[src/rtl/data_bus_arbiter.sv]
// -----------------------------------------------------------------------------
// data_bus_arbiter
//
// Shares one single-port data memory bus between two masters:
//   port A - core load/store path (normally highest priority)
//   port B - secondary master (DMA / debug)
//
// A wins by default. B is protected from starvation by a wait counter that
// lets it outrank A once it has waited STARVE_LIMIT cycles, and B can hold
// the bus across consecutive accesses with b_lock. Grants and the memory bus
// mux are combinational. Read data is captured at the end of the grant cycle
// and presented with a one-cycle rvalid pulse on the owning port.
//
// Ports:
//   clock, reset              rising-edge clock, asynchronous active-low reset
//   a_req/a_addr/a_wdata/a_be/a_we   port A request
//   a_gnt, a_rvalid, a_rdata         port A grant and registered read return
//   b_* (same as A) plus b_lock      port B request, b_lock keeps ownership
//   mem_address, mem_write_data, mem_byte_enable,
//   mem_read_enable, mem_write_enable  memory bus, driven from the winner
//   mem_read_data                    memory read data (combinational on address)
//   owner                            00 none, 01 A, 10 B
// -----------------------------------------------------------------------------
module data_bus_arbiter #(
    parameter int STARVE_LIMIT = 8
) (
    input  logic        clock,
    input  logic        reset,

    input  logic        a_req,
    input  logic [31:0] a_addr,
    input  logic [31:0] a_wdata,
    input  logic [3:0]  a_be,
    input  logic        a_we,
    output logic        a_gnt,
    output logic        a_rvalid,
    output logic [31:0] a_rdata,

    input  logic        b_req,
    input  logic [31:0] b_addr,
    input  logic [31:0] b_wdata,
    input  logic [3:0]  b_be,
    input  logic        b_we,
    input  logic        b_lock,
    output logic        b_gnt,
    output logic        b_rvalid,
    output logic [31:0] b_rdata,

    output logic [31:0] mem_address,
    output logic [31:0] mem_write_data,
    output logic [3:0]  mem_byte_enable,
    output logic        mem_read_enable,
    output logic        mem_write_enable,
    input  logic [31:0] mem_read_data,

    output logic [1:0]  owner
);

    localparam logic [7:0] LIMIT = 8'(STARVE_LIMIT);

    logic [7:0]  starve_cnt_q, starve_cnt_d;
    logic        lock_held_q,  lock_held_d;
    logic        a_rvalid_q,   a_rvalid_d;
    logic        b_rvalid_q,   b_rvalid_d;
    logic [31:0] a_rdata_q,    a_rdata_d;
    logic [31:0] b_rdata_q,    b_rdata_d;

    logic grant_a;
    logic grant_b;

    // Winner selection. Gated by reset so that while reset is held low the
    // bus is quiet immediately, without waiting for a clock edge.
    always_comb begin
        grant_a = 1'b0;
        grant_b = 1'b0;
        if (reset) begin
            if (b_req && (lock_held_q || (starve_cnt_q == LIMIT))) begin
                grant_b = 1'b1;
            end else if (a_req) begin
                grant_a = 1'b1;
            end else if (b_req) begin
                grant_b = 1'b1;
            end
        end
    end

    // Memory bus mux: everything is zero when nobody owns the bus.
    always_comb begin
        mem_address      = 32'd0;
        mem_write_data   = 32'd0;
        mem_byte_enable  = 4'd0;
        mem_read_enable  = 1'b0;
        mem_write_enable = 1'b0;
        if (grant_a) begin
            mem_address      = a_addr;
            mem_write_data   = a_wdata;
            mem_byte_enable  = a_be;
            mem_read_enable  = !a_we;
            mem_write_enable = a_we;
        end else if (grant_b) begin
            mem_address      = b_addr;
            mem_write_data   = b_wdata;
            mem_byte_enable  = b_be;
            mem_read_enable  = !b_we;
            mem_write_enable = b_we;
        end
    end

    // Next-state for the starvation counter, lock and read return registers.
    always_comb begin
        starve_cnt_d = starve_cnt_q;
        lock_held_d  = lock_held_q;
        a_rvalid_d   = 1'b0;
        b_rvalid_d   = 1'b0;
        a_rdata_d    = a_rdata_q;
        b_rdata_d    = b_rdata_q;

        // Counter only runs while B is actually waiting; it saturates so B
        // keeps its priority claim until served.
        if (!b_req || grant_b) begin
            starve_cnt_d = 8'd0;
        end else if (starve_cnt_q != LIMIT) begin
            starve_cnt_d = starve_cnt_q + 8'd1;
        end

        // Dropping the request always releases the lock; otherwise each B
        // grant re-decides ownership from its own b_lock.
        if (!b_req) begin
            lock_held_d = 1'b0;
        end else if (grant_b) begin
            lock_held_d = b_lock;
        end

        if (grant_a && !a_we) begin
            a_rvalid_d = 1'b1;
            a_rdata_d  = mem_read_data;
        end
        if (grant_b && !b_we) begin
            b_rvalid_d = 1'b1;
            b_rdata_d  = mem_read_data;
        end
    end

    always_ff @(posedge clock or negedge reset) begin
        if (!reset) begin
            starve_cnt_q <= 8'd0;
            lock_held_q  <= 1'b0;
            a_rvalid_q   <= 1'b0;
            b_rvalid_q   <= 1'b0;
            a_rdata_q    <= 32'd0;
            b_rdata_q    <= 32'd0;
        end else begin
            starve_cnt_q <= starve_cnt_d;
            lock_held_q  <= lock_held_d;
            a_rvalid_q   <= a_rvalid_d;
            b_rvalid_q   <= b_rvalid_d;
            a_rdata_q    <= a_rdata_d;
            b_rdata_q    <= b_rdata_d;
        end
    end

    assign a_gnt    = grant_a;
    assign b_gnt    = grant_b;
    assign owner    = {grant_b, grant_a};
    assign a_rvalid = a_rvalid_q;
    assign b_rvalid = b_rvalid_q;
    assign a_rdata  = a_rdata_q;
    assign b_rdata  = b_rdata_q;

endmodule

[config.mk]
export PLATFORM = sky130hd
export DESIGN_NAME = data_bus_arbiter
export DESIGN_NICKNAME = d
export VERILOG_FILES = /design/src/rtl/data_bus_arbiter.sv
export SDC_FILE = /design/constraint.sdc
export NUM_CORES = 1
export LEC_CHECK = 0
export CAP_MARGIN = 15
export CORE_AREA = 2 2 124 126
export CTS_CLUSTER_SIZE = 8
export DETAILED_ROUTE_END_ITERATION = 8
export DIE_AREA = 0 0 126 128
export GPL_TIMING_DRIVEN = 0
export PLACE_DENSITY = 0.69
export RECOVER_POWER = 100
export SETUP_SLACK_MARGIN = 0.05
export SLEW_MARGIN = 5
export SYNTH_ARGS = -nofsm -noshare
export SYNTH_HDL_FRONTEND = slang
export SYNTH_SLANG_ARGS = --single-unit
[constraint.sdc]
create_clock -name clock -period 3.25 [get_ports clock]
set_clock_uncertainty 0.2 [all_clocks]
set_input_delay 0.8125 -clock clock [delete_from_list [all_inputs] [get_ports clock]]
set_output_delay 0.8125 -clock clock [all_outputs]
set_load 0.05 [all_outputs]
==> After elaboration in Yosys (flattened, before gate mapping) <==
Cells that the tools add are included.
W data, S select, Z words.
{ "word_totals": {"reg_bits": 75, "in_bits": 175, "output_inout_bits": 140, "word_cells": 42} }
{ "classes": {"n_addsub": 1, "n_eq_ne": 3, "mux": 23, "n_reduce_logical": 9} }
{ "ops": {"columns": ["operator", "count"], "rows": [
  ["$mux W32", 4],
  ["$mux W8", 2],
  ["$mux W1", 15],
  ["$add A8 B1 Y8 const B", 1],
  ["$eq A8 B4 Y1 const B", 1],
  ["$mux W4", 2],
  ["$ne A8 B4 Y1 const B", 1],
  ["$logic_and A1 B1 Y1", 3],
  ["$logic_not A1 Y1", 3],
  ["$logic_or A1 B1 Y1", 2],
  ["$ne A2 B1 Y1 const B", 1],
  ["$reduce_bool A2 Y1", 1]
]} }

==> Longest topological paths before layout <==
Gate-level depths: netlist (run 1).
{ "logic_depth": {"ltp_word": 7, "mapped_depth": 9} }

==> Worst setup path after synthesis (run 1) <==
Ideal clock, no wire load.
{ "synth_timing": {"path_kind": "register to output", "from": "reg starve_cnt_q[5]", "to": "out mem_address[11]", "arrival_ns": 2.414, "setup_slack_ns": -0.177, "path_stages_with_launch": 6, "n_path_buf": 1, "cell_sequence": "dfrtp_1 > or4_4 > o311a_4 > nor2_1 > buf_2 > a22o_1"} }
{ "synth_via": {"elab_chain_cells": 7} }
{ "synth_lines": {"columns": ["item", "line_no", "rtl"], "rows": [
  ["start: declaration", "61", "logic [7:0] starve_cnt_q, starve_cnt_d;"],
  ["start signal: assignment", "153", "starve_cnt_q <= starve_cnt_d;"],
  ["$eq A8 B4 Y1", "77", "if (b_req && (lock_held_q || (starve_cnt_q == LIMIT))) begin"],
  ["$logic_or A1 B1 Y1", "77", null],
  ["$logic_and A1 B1 Y1", "77", null],
  ["$mux W1", "77", null],
  ["$mux W1", "76", "if (reset) begin"],
  ["via b_gnt", "45", "output logic b_gnt,"],
  ["$mux W32", "100", "end else if (grant_b) begin"],
  ["$mux W32", "94", "if (grant_a) begin"],
  ["end: declaration", "49", "output logic [31:0] mem_address,"]
]} }
The timed path passes the listed nets, and every way through them passes these cells.

==> Worst setup path after layout (run 1) <==
{ "layout_timing": {"from": "reg starve_cnt_q[4]", "to": "out mem_write_data[16]"} }
{ "layout_via": {"elab_chain_cells": 7} }
{ "layout_lines": {"columns": ["item", "line_no", "rtl"], "rows": [
  ["$eq A8 B4 Y1 (*)", "77", null],
  ["$logic_or A1 B1 Y1 (*)", "77", null],
  ["$logic_and A1 B1 Y1 (*)", "77", null],
  ["$mux W1", "77", null],
  ["$mux W1", "76", null],
  ["$mux W32", "100", null],
  ["$mux W32 (*)", "94", null],
  ["end: declaration", "50", "output logic [31:0] mem_write_data,"]
]} }
Every way passes the cells marked *; elsewhere a longest branch is shown, timed or not.

==> results_dict.tcl, run 1 <==
set metrics [dict create \
    setup_viol 71 \
    vias 3742 \
    layout.nets 786 \
    synth_flop_cell "dfrtp_1" \
    internal_power_mw 2.579 \
    fin_crit_sh_pct 103.5 \
    required_ns 2.24 \
    via_per_inst 4.666 \
    postRouteWirelength_mm 16.34 \
    crit_path_start_kind "flip-flop" \
    antenna_found_initial 0 \
    power_mw 4.240 \
    core-area_mm2 0.01486 \
    violations "max-capacitance violations, max-slew violations, negative setup slack" \
    cp_cell_sequence "or4_4 -> o311a_4 -> nor2_4 -> buf_12 -> buf_8 -> a22o_2 -> buf_8" \
    cap_violations 1 \
    yosys-top-cells-area "dfrtp_1, a22o_1, mux2_2, mux2_1, buf_6" \
    firstDrtPassIters 4 \
    crit_buf_inv 3 \
    final_util_pct 54.45 \
    stdcell_count 802 \
    p_per_area_mw_per_mm2 523.8 \
    ir_worst_vdd_v 0.0002277 \
    antenna_left 0 \
    grtUsageTotal_pct 19.48 \
    post_drt_wl_per_cell_um 20.38 \
    cpPeakStageDelay_ns 0.56 \
    grt_pass1_vias 3987 \
    pre_cts_ws_ns -1.283 \
    max_freq_ghz 0.2974 \
    syn_inst 277 \
    crit_type "flip-flop to output pin" \
    grt_max_degree 32 \
    diodes 0 \
    cts_root_buf "clkbuf_16" \
    final.min_clock_period_ns 3.363 \
    power.switching_mw 1.661 \
    clk_pin_slew_worst_paths_ns 0.06 \
    grt_pass1_wl_mm 23.67 \
    rsz0062_at_grt "yes" \
    setup_ws_ns -0.1129 \
    postSynthAreaPerCell_um2 13.23 \
    multi_input_area_mm2 0.001913 \
    critical-path-top-delay-family "simple AND/OR/NAND/NOR gates" \
    gr-total-overflow 0 \
    clock_sinks 75 \
    yosys_warnings 0 \
    placed_cell_area_mm2 0.007157 \
    cts_hold_buf 0 \
    reg2reg_slack_ns 0.19 \
    htreeDepth 3 \
    clkLatencyLatePin_ns 0.33 \
    crit_path_max_fanout 10 \
    rows 45 \
    clockPowerShare_pct 24.6 \
    drt-initial-drc-count 114 \
    clock_path_buffers 2 \
    ys_types 30 \
    hpwl_mm 13.44 \
    area.growth.synth_to_final_pct 120.9 \
    synth_top_area_cell "dfrtp_1" \
    rr_worst_depth 10 \
    drive_gt1_share_pct 39.90 \
    initial_utilization_pct 24.65 \
    syn-cell-area_mm2 0.003664 \
    syn_nets 454 \
    die_w_um 126 \
    p_leak_nw 3.511 \
    final_area_mm2 0.008094 \
    dieArea_mm2 0.01613 \
    swShare_pct 39.17 \
    p_comb_share_pct 47.0 \
    hold_viol_final 0 \
    cts_inserted_buffers 9 \
    io-pin-count 315 \
    regArea_mm2 0.001877 \
    rr_startpoint "starve_cnt_q[0]" \
    endpoint_kind "output pin" \
    power_frac_seq_pct 28.3 \
    drc 0 \
    port_buffers 314 \
    cts_tree "built" \
    worst_pin_slew_ns 1.636 \
    path_common_cell "buf_8" \
    die_y_um 128 \
    timing.hold.ws_ns 0.1155 \
    synth_top_area_share_pct 51.23 \
    outcome "finished with violations" \
    cp.arrival_ns 2.35 \
    synth_edf_count 0 \
    min_path_type "primary input to async pin" \
    r2r-end "a_rdata[10]" \
    synth_common_cells "dfrtp_1, a22o_1, mux2_2, mux2_1, buf_2" \
    synth-seq-cells 75 \
    cp_slowest_cell "or4_4" \
    relSlewSlack_pct -9.092 \
    synth_most_common_cell "dfrtp_1" \
    gp_congestion 0.8465 \
    fill_cells 1287 \
    async_reset_ff_share_pct 100.0 \
    slew_violations 31 \
    place_inst 780 \
    synth-seq-area-share_pct 51.23 \
    fin_tns_setup_ns -6.563 \
]
==> kinds of logic after synthesis <==
logic type	synth area share, %
xor gates and xnor gates	1.434
and+or+nand+nor	3.894
AOI/OAI and AO/OA	18.10
adders and majority gates	0.6830
buffers and inverters	4.713
DFF	51.23
muxes	19.95
==> how the worst max path moves through the flow <==
stage,startpoint,endpoint,cells past startpoint
floorplan,starve_cnt_q[5],mem_address[11],5
global placement,reset,mem_write_enable,6
detailed placement,reset,mem_address[23],7
CTS,starve_cnt_q[4],mem_write_data[9],7
global route,starve_cnt_q[4],mem_write_data[9],7
finish,starve_cnt_q[4],mem_write_data[16],7
==> placed cells by master (no fill, tap or decap), drive strengths merged, types with 2 or more instances in the layout <==
master and n:
and3 2, xnor2 2, a21oi 2, a22o 69
clkinv 3, mux2 64, bufinv 2, clkbuf 25
buf 91, inv 5, nand3 4, clkdlybuf4s50 171
ha 2, nand2 3, dfrtp 75, xor2 4
nor2 8, dlygate4sd3 66
==> state kept, by name, summed over array words and instances (netlist names) <==
register and cells:
a_rvalid 1, b_rvalid 1, a_rdata 32, lock_held_q 1, b_rdata 32, starve_cnt_q 8
==> power by group through the flow <==
| stage | logic [mW] | clock network, mW | registers [mW] |
|---|---|---|---|
| after floorplan | 0.501 | 0 | 1.85 |
| after global placement | 1.93 | 0 | 1.22 |
| after detailed placement | 1.95 | 0 | 1.23 |
| after CTS | 2.08 | 1.07 | 1.21 |
| after global routing | 2.06 | 1.11 | 1.23 |
| final | 1.99 | 1.04 | 1.20 |
==> timing repair <==
action,4_1_cts,5_1_grt
pin swaps,6,1
gates resized for setup,628,12
gates cloned,1,0
setup endpoints to repair,74,74
buffers inserted,7,0
==> per-layer routing <==
layer | vias up | wire (um) | GRT usage, %
li1 | 1721 | - | -
met1 | 1811 | 5565 | 19.35
met2 | 181 | 8729 | 35.99
met3 | 29 | 1499 | 7.888
met4 | 0 | 546 | 8.080
met5 | - | 0 | 0
==> cell type report <==
| cell class | instances | share of cell area (%) |
|---|---|---|
| inverters | 4 | 0.1855 |
| clock inverters | 7 | 1.128 |
| multi-input cells | 173 | 23.64 |
| clock buffers | 9 | 2.783 |
| well taps | 188 | 2.906 |
| plain buffers | 23 | 2.968 |
| flip-flops and latches | 75 | 23.19 |
| repair buffers | 323 | 43.21 |
Power figures use the tool's default switching activity.
==> inputs of run 2 (changes only) <==
- CORE_AREA: 2 2 124 126 -> not set
- CORE_MARGIN: not set -> 2
- CORE_UTILIZATION: not set -> 25
- DIE_AREA: 0 0 126 128 -> not set
- PLACE_DENSITY: 0.69 -> 0.7
==> run 2 against run 1 <==
The flow still finishes with violations (max-capacitance violations, max-slew violations, negative setup slack); routed wire length shrank 5.3%; flip-flop and latch count is the same; maximum frequency is essentially flat; die area shrank 3.0%; sequential share of layout area grew 0.24 points; non-clock buffer count grew 4; via count is essentially flat; clock-buffer cell count grew 2; critical path depth shrank 1; critical path type unchanged; largest cell class unchanged; highest routed layer unchanged.
==> results_dict.tcl, run 2 (same netlist as run 1, synthesis figures left out) <==
set metrics [dict create \
    outcome "finished with violations" \
    violations "max-capacitance violations, max-slew violations, negative setup slack" \
    max_freq_ghz 0.2973 \
    p_per_area_mw_per_mm2 511.6 \
    drive_gt1_share_pct 40.19 \
    rsz0062_at_grt "yes" \
    cts_inserted_buffers 9 \
    grt_max_degree 31 \
    gr-total-overflow 0 \
    relSlewSlack_pct -3.569 \
    fill_cells 1207 \
    setup_ws_ns -0.1140 \
    required_ns 2.24 \
    clk_pin_slew_worst_paths_ns 0.06 \
    port_buffers 314 \
    mostFrequentLayoutCell "clkdlybuf4s50_1" \
    slew_violations 30 \
    crit_type "flip-flop to output pin" \
    initial_utilization_pct 25.40 \
    regArea_mm2 0.001877 \
    grt_pass1_wl_mm 23.18 \
    hpwl_mm 12.50 \
    gp_congestion 0.9027 \
    p_leak_nw 3.470 \
    cts_root_buf "clkbuf_16" \
    fin_tns_setup_ns -5.725 \
    via_per_inst 4.665 \
    clock_sinks 75 \
    die_w_um 125.1 \
    fin_crit_sh_pct 103.5 \
    ir_worst_vdd_v 0.0002167 \
    rows 44 \
    clkLatencyLatePin_ns 0.33 \
    area.growth.synth_to_final_pct 118.7 \
    wl_met3_mm 1.470 \
    cp_slowest_cell "or4_4" \
    core-area_mm2 0.01442 \
    layout.nets 790 \
    dieArea_mm2 0.01564 \
    hold_viol_final 0 \
    io-pin-count 315 \
    grt_pass1_vias 4083 \
    setup_viol 77 \
    timing.hold.ws_ns 0.1150 \
    drc 0 \
    antenna_left 0 \
    crit_path_max_fanout 10 \
    final.min_clock_period_ns 3.364 \
    vias 3741 \
    cp_cell_sequence "or4_4 -> o2111a_1 -> buf_6 -> clkbuf_2 -> a22o_2 -> buf_8" \
    cts_tree "built" \
    top_layer "met4" \
    clock_path_buffers 2 \
    antenna_found_initial 1 \
    die_y_um 125.1 \
    endpoint_kind "output pin" \
    worst_pin_slew_ns 1.554 \
    multi_input_area_mm2 0.001846 \
    route.met2.wl_mm 8.213 \
    cp.arrival_ns 2.35 \
    post_drt_wl_per_cell_um 19.29 \
    most-common-layout-cells "clkdlybuf4s50_1, dfrtp_1, dlygate4sd3_1" \
    cap_violations 1 \
    cpPeakStageDelay_ns 0.56 \
    htreeDepth 3 \
    grtUsageTotal_pct 19.21 \
    crit_path_start_kind "flip-flop" \
    drt-initial-drc-count 82 \
    firstDrtPassIters 4 \
    min_path_type "primary input to async pin" \
    wl_met1_mm 5.274 \
    postRouteWirelength_mm 15.47 \
]
-- run 2: cell count changes in the layout (fill, tap and decap cells not counted), sizes merged --
cell,before,now
bufinv,2,0
inv,5,4
clkbuf,25,26
buf,91,96
diode,0,1
-- run 2: final cells by class --
cell class              count  share of cell area [%]
repair buffers            326                   44.01
flip-flops and latches     75                   23.43
multi-input cells         173                   23.04
clock buffers              11                   3.155
plain buffers              24                   2.952
well taps                 184                   2.874
clock inverters             4                  0.3280
inverters                   4                  0.1874
diodes                      1                 0.03124
-- run 2: routing by layer --
metal | global-route usage (%) | vias up
met5 | 0 | -
met4 | 7.908 | 0
met3 | 8.258 | 26
met2 | 35.20 | 189
met1 | 18.96 | 1795
li1 | - | 1731
-- run 2: power by group --
group          total, mW  internal (mW)  leakage, nW  switching, mW
clock network      0.922          0.552        0.137          0.370
logic               1.98          0.788         2.42           1.19
registers           1.20           1.12        0.913         0.0841
total               4.10           2.46         3.47           1.64
-- run 2: final timing paths --
check	depth (start not counted)	from	slack, ns	to
worst max-delay path	6	starve_cnt_q[7]	-0.11	mem_write_data[7]
worst min-delay path	1	reset	0.12	a_rdata[12]
worst max register to register	10	starve_cnt_q[0]	0.18	a_rdata[18]
worst min register to register	1	b_rdata[12]	0.28	b_rdata[12]
max in group asynchronous	2	reset	1.03	a_rdata[11]
min in group clock	1	b_rdata[12]	0.28	b_rdata[12]
-- run 2: critical path: cells and delay by family, from the launching register on --
family | cells | cell delay (ns)
AOI/OAI and AO/OA | 2 | 0.60
DFF | 1 | 0.38
buffers and inverters | 3 | 0.48
and+or+nand+nor | 1 | 0.56
-- run 2: per-stage QoR --
stage | total power [mW] | worst slack, ns | instances | utilization (%) | area (um^2)
final | 4.099 | -0.1140 | 802 | 55.54 | 8011
after global placement | 3.137 | -3.905 | 775 | 49.41 | 7127
after detailed placement | 3.167 | -1.263 | 776 | 49.58 | 7152
after global routing | 4.259 | -0.1897 | 802 | 55.54 | 8011
after floorplan | 2.352 | 0.06979 | 277 | - | 3754
after CTS | 4.221 | -0.1279 | 799 | 55.59 | 8018
-- run 2: what timing repair did --
item,CTS,global route
hold buffers,0,0
setup endpoints to repair,74,74
buffers inserted,7,2
resized for setup,608,14
pin swaps,5,3
gates cloned,2,0
==> inputs of run 3 (changes only) <==
- PLACE_DENSITY: 0.7 -> 0.72
- clock period: 3.25 -> 2.75 ns (I/O delays scaled with it)
==> run 3 against run 2 <==
The flow finishes with violations (negative setup slack); cell count increased by 0.12%; design area grew 8.3%; register-to-register slack worse by 0.19 ns; sequential power grew 18%; clock power increased by 12%; utilization is 4.6 points higher; routed wire length is 2.7% higher; power grew 20%; critical endpoint is now mem_write_enable; global-route usage grew 1.1 points.
==> results_dict.tcl, run 3 (same netlist as run 1, synthesis figures left out) <==
set metrics [dict create \
    hpwl_mm 12.82 \
    cp_cell_sequence "or4_4 -> o2111a_1 -> buf_6 -> clkbuf_4 -> a22o_4 -> buf_12" \
    post_drt_wl_per_cell_um 19.78 \
    gp_congestion 0.8737 \
    die_y_um 125.1 \
    place_inst 776 \
    ir_worst_vdd_v 0.0002612 \
    placed_cell_area_mm2 0.007767 \
    vias 3784 \
    cp.arrival_ns 2.34 \
    min_path_type "primary input to async pin" \
    postRouteWirelength_mm 15.88 \
    relSlewSlack_pct 32.94 \
    io-pin-count 315 \
    htreeDepth 3 \
    pre_cts_ws_ns -1.683 \
    antenna_left 0 \
    fin_crit_sh_pct 117.2 \
    gr-total-overflow 0 \
    power_mw 4.929 \
    rsz0062_at_grt "yes" \
    p_leak_nw 3.791 \
    rows 44 \
    drt-initial-drc-count 115 \
    area.growth.synth_to_final_pct 136.8 \
    port_buffers 314 \
    final.min_clock_period_ns 3.223 \
    cts_tree "built" \
    core-area_mm2 0.01442 \
    stdcell_count 803 \
    crit_path_max_fanout 10 \
    grt_pass1_wl_mm 24.60 \
    cts_root_buf "clkbuf_16" \
    drive_gt1_share_pct 40.06 \
    drc 0 \
    dieArea_mm2 0.01564 \
    setup_ws_ns -0.4726 \
    most-common-layout-cells "clkdlybuf4s50_1, dfrtp_1, dlygate4sd3_1" \
    layout.nets 792 \
    cap_violations 0 \
    cp_slowest_cell "or4_4" \
    max_freq_ghz 0.3103 \
    slew_violations 0 \
    mostFrequentLayoutCell "clkdlybuf4s50_1" \
    initial_utilization_pct 25.40 \
    clkLatencyLatePin_ns 0.32 \
    worst_pin_slew_ns 1.003 \
    final_area_mm2 0.008676 \
    outcome "finished with violations" \
    diodes 0 \
    cpPeakStageDelay_ns 0.56 \
    hold_viol_final 0 \
    antenna_found_initial 0 \
    via_per_inst 4.712 \
    p_per_area_mw_per_mm2 568.1 \
    grt_max_degree 41 \
    grtUsageTotal_pct 20.31 \
    grt_pass1_vias 4306 \
    clock_sinks 75 \
    crit_path_start_kind "flip-flop" \
    endpoint_kind "output pin" \
    violations "negative setup slack" \
    required_ns 1.86 \
    clk_pin_slew_worst_paths_ns 0.05 \
    crit_type "flip-flop to output pin" \
    setup_viol 87 \
    fin_tns_setup_ns -33.13 \
    die_w_um 125.1 \
    cts_inserted_buffers 9 \
    clock_path_buffers 2 \
    firstDrtPassIters 4 \
]
-- run 3: repair_timing --
| item | in CTS | in global routing |
|---|---|---|
| hold buffers | 3 | 0 |
| endpoints found under the hold margin | 2 | 0 |
| pin swaps | 5 | 4 |
| endpoints found under the setup margin | 102 | 94 |
| cloned | 1 | 0 |
| gates resized for setup | 613 | 25 |
| setup buffers | 8 | 2 |
-- run 3: area by class of cell --
type                       instances  area (um^2)
sequential                        75         1877
clock buffer                      13        250.2
fill                            1080         5748
tap                              184        230.2
multi-input combinational        173         2228
inverter                           4        15.01
buffer                            23        299.0
clock inverter                     2        12.51
timing repair buffer             329         3764
-- run 3: report_power, final --
| group | switching [mW] | internal, mW | leakage [nW] |
|---|---|---|---|
| Combinational | 1.46 | 1.03 | 2.75 |
| Clock | 0.400 | 0.629 | 0.126 |
| Sequential | 0.0995 | 1.32 | 0.913 |
| Total | 1.96 | 2.97 | 3.79 |
-- run 3: final timing paths --
kind	slack, ns	depth (start not counted)	end	start
setup reg to reg	-0.01	6	b_rdata[21]	starve_cnt_q[7]
hold reg to reg	0.28	1	a_rdata[12]	a_rdata[12]
setup / recovery	-0.47	6	mem_write_enable	starve_cnt_q[7]
min in group clock	0.28	1	a_rdata[12]	a_rdata[12]
hold / removal	0.1	2	b_rdata[15]	reset
max in group asynchronous	0.86	2	b_rdata[28]	reset
-- run 3: through the flow --
stage	hold slack, ns	utilization, %
finish	0.09571	60.15
global route	0.1025	60.15
CTS	0.09546	59.60
detailed placement	0.2805	53.85
global placement	0.2700	53.73
floorplan	0.1919	-
-- run 3: critical path: cells and delay by family (launching register included) --
kind / cells / cell delay (ns)
AOI/OAI and AO/OA: 2 / 0.56
DFF: 1 / 0.38
and+or+nand+nor: 1 / 0.56
buffers and inverters: 3 / 0.51
-- run 3: per-layer routing --
metal | track usage (%) | vias up | wire [um]
met4 | 9.281 | 0 | 610
met3 | 5.605 | 29 | 1129
met5 | 0 | - | 0
met1 | 22.02 | 1843 | 5615
met2 | 36.76 | 177 | 8527
li1 | - | 1735 | -
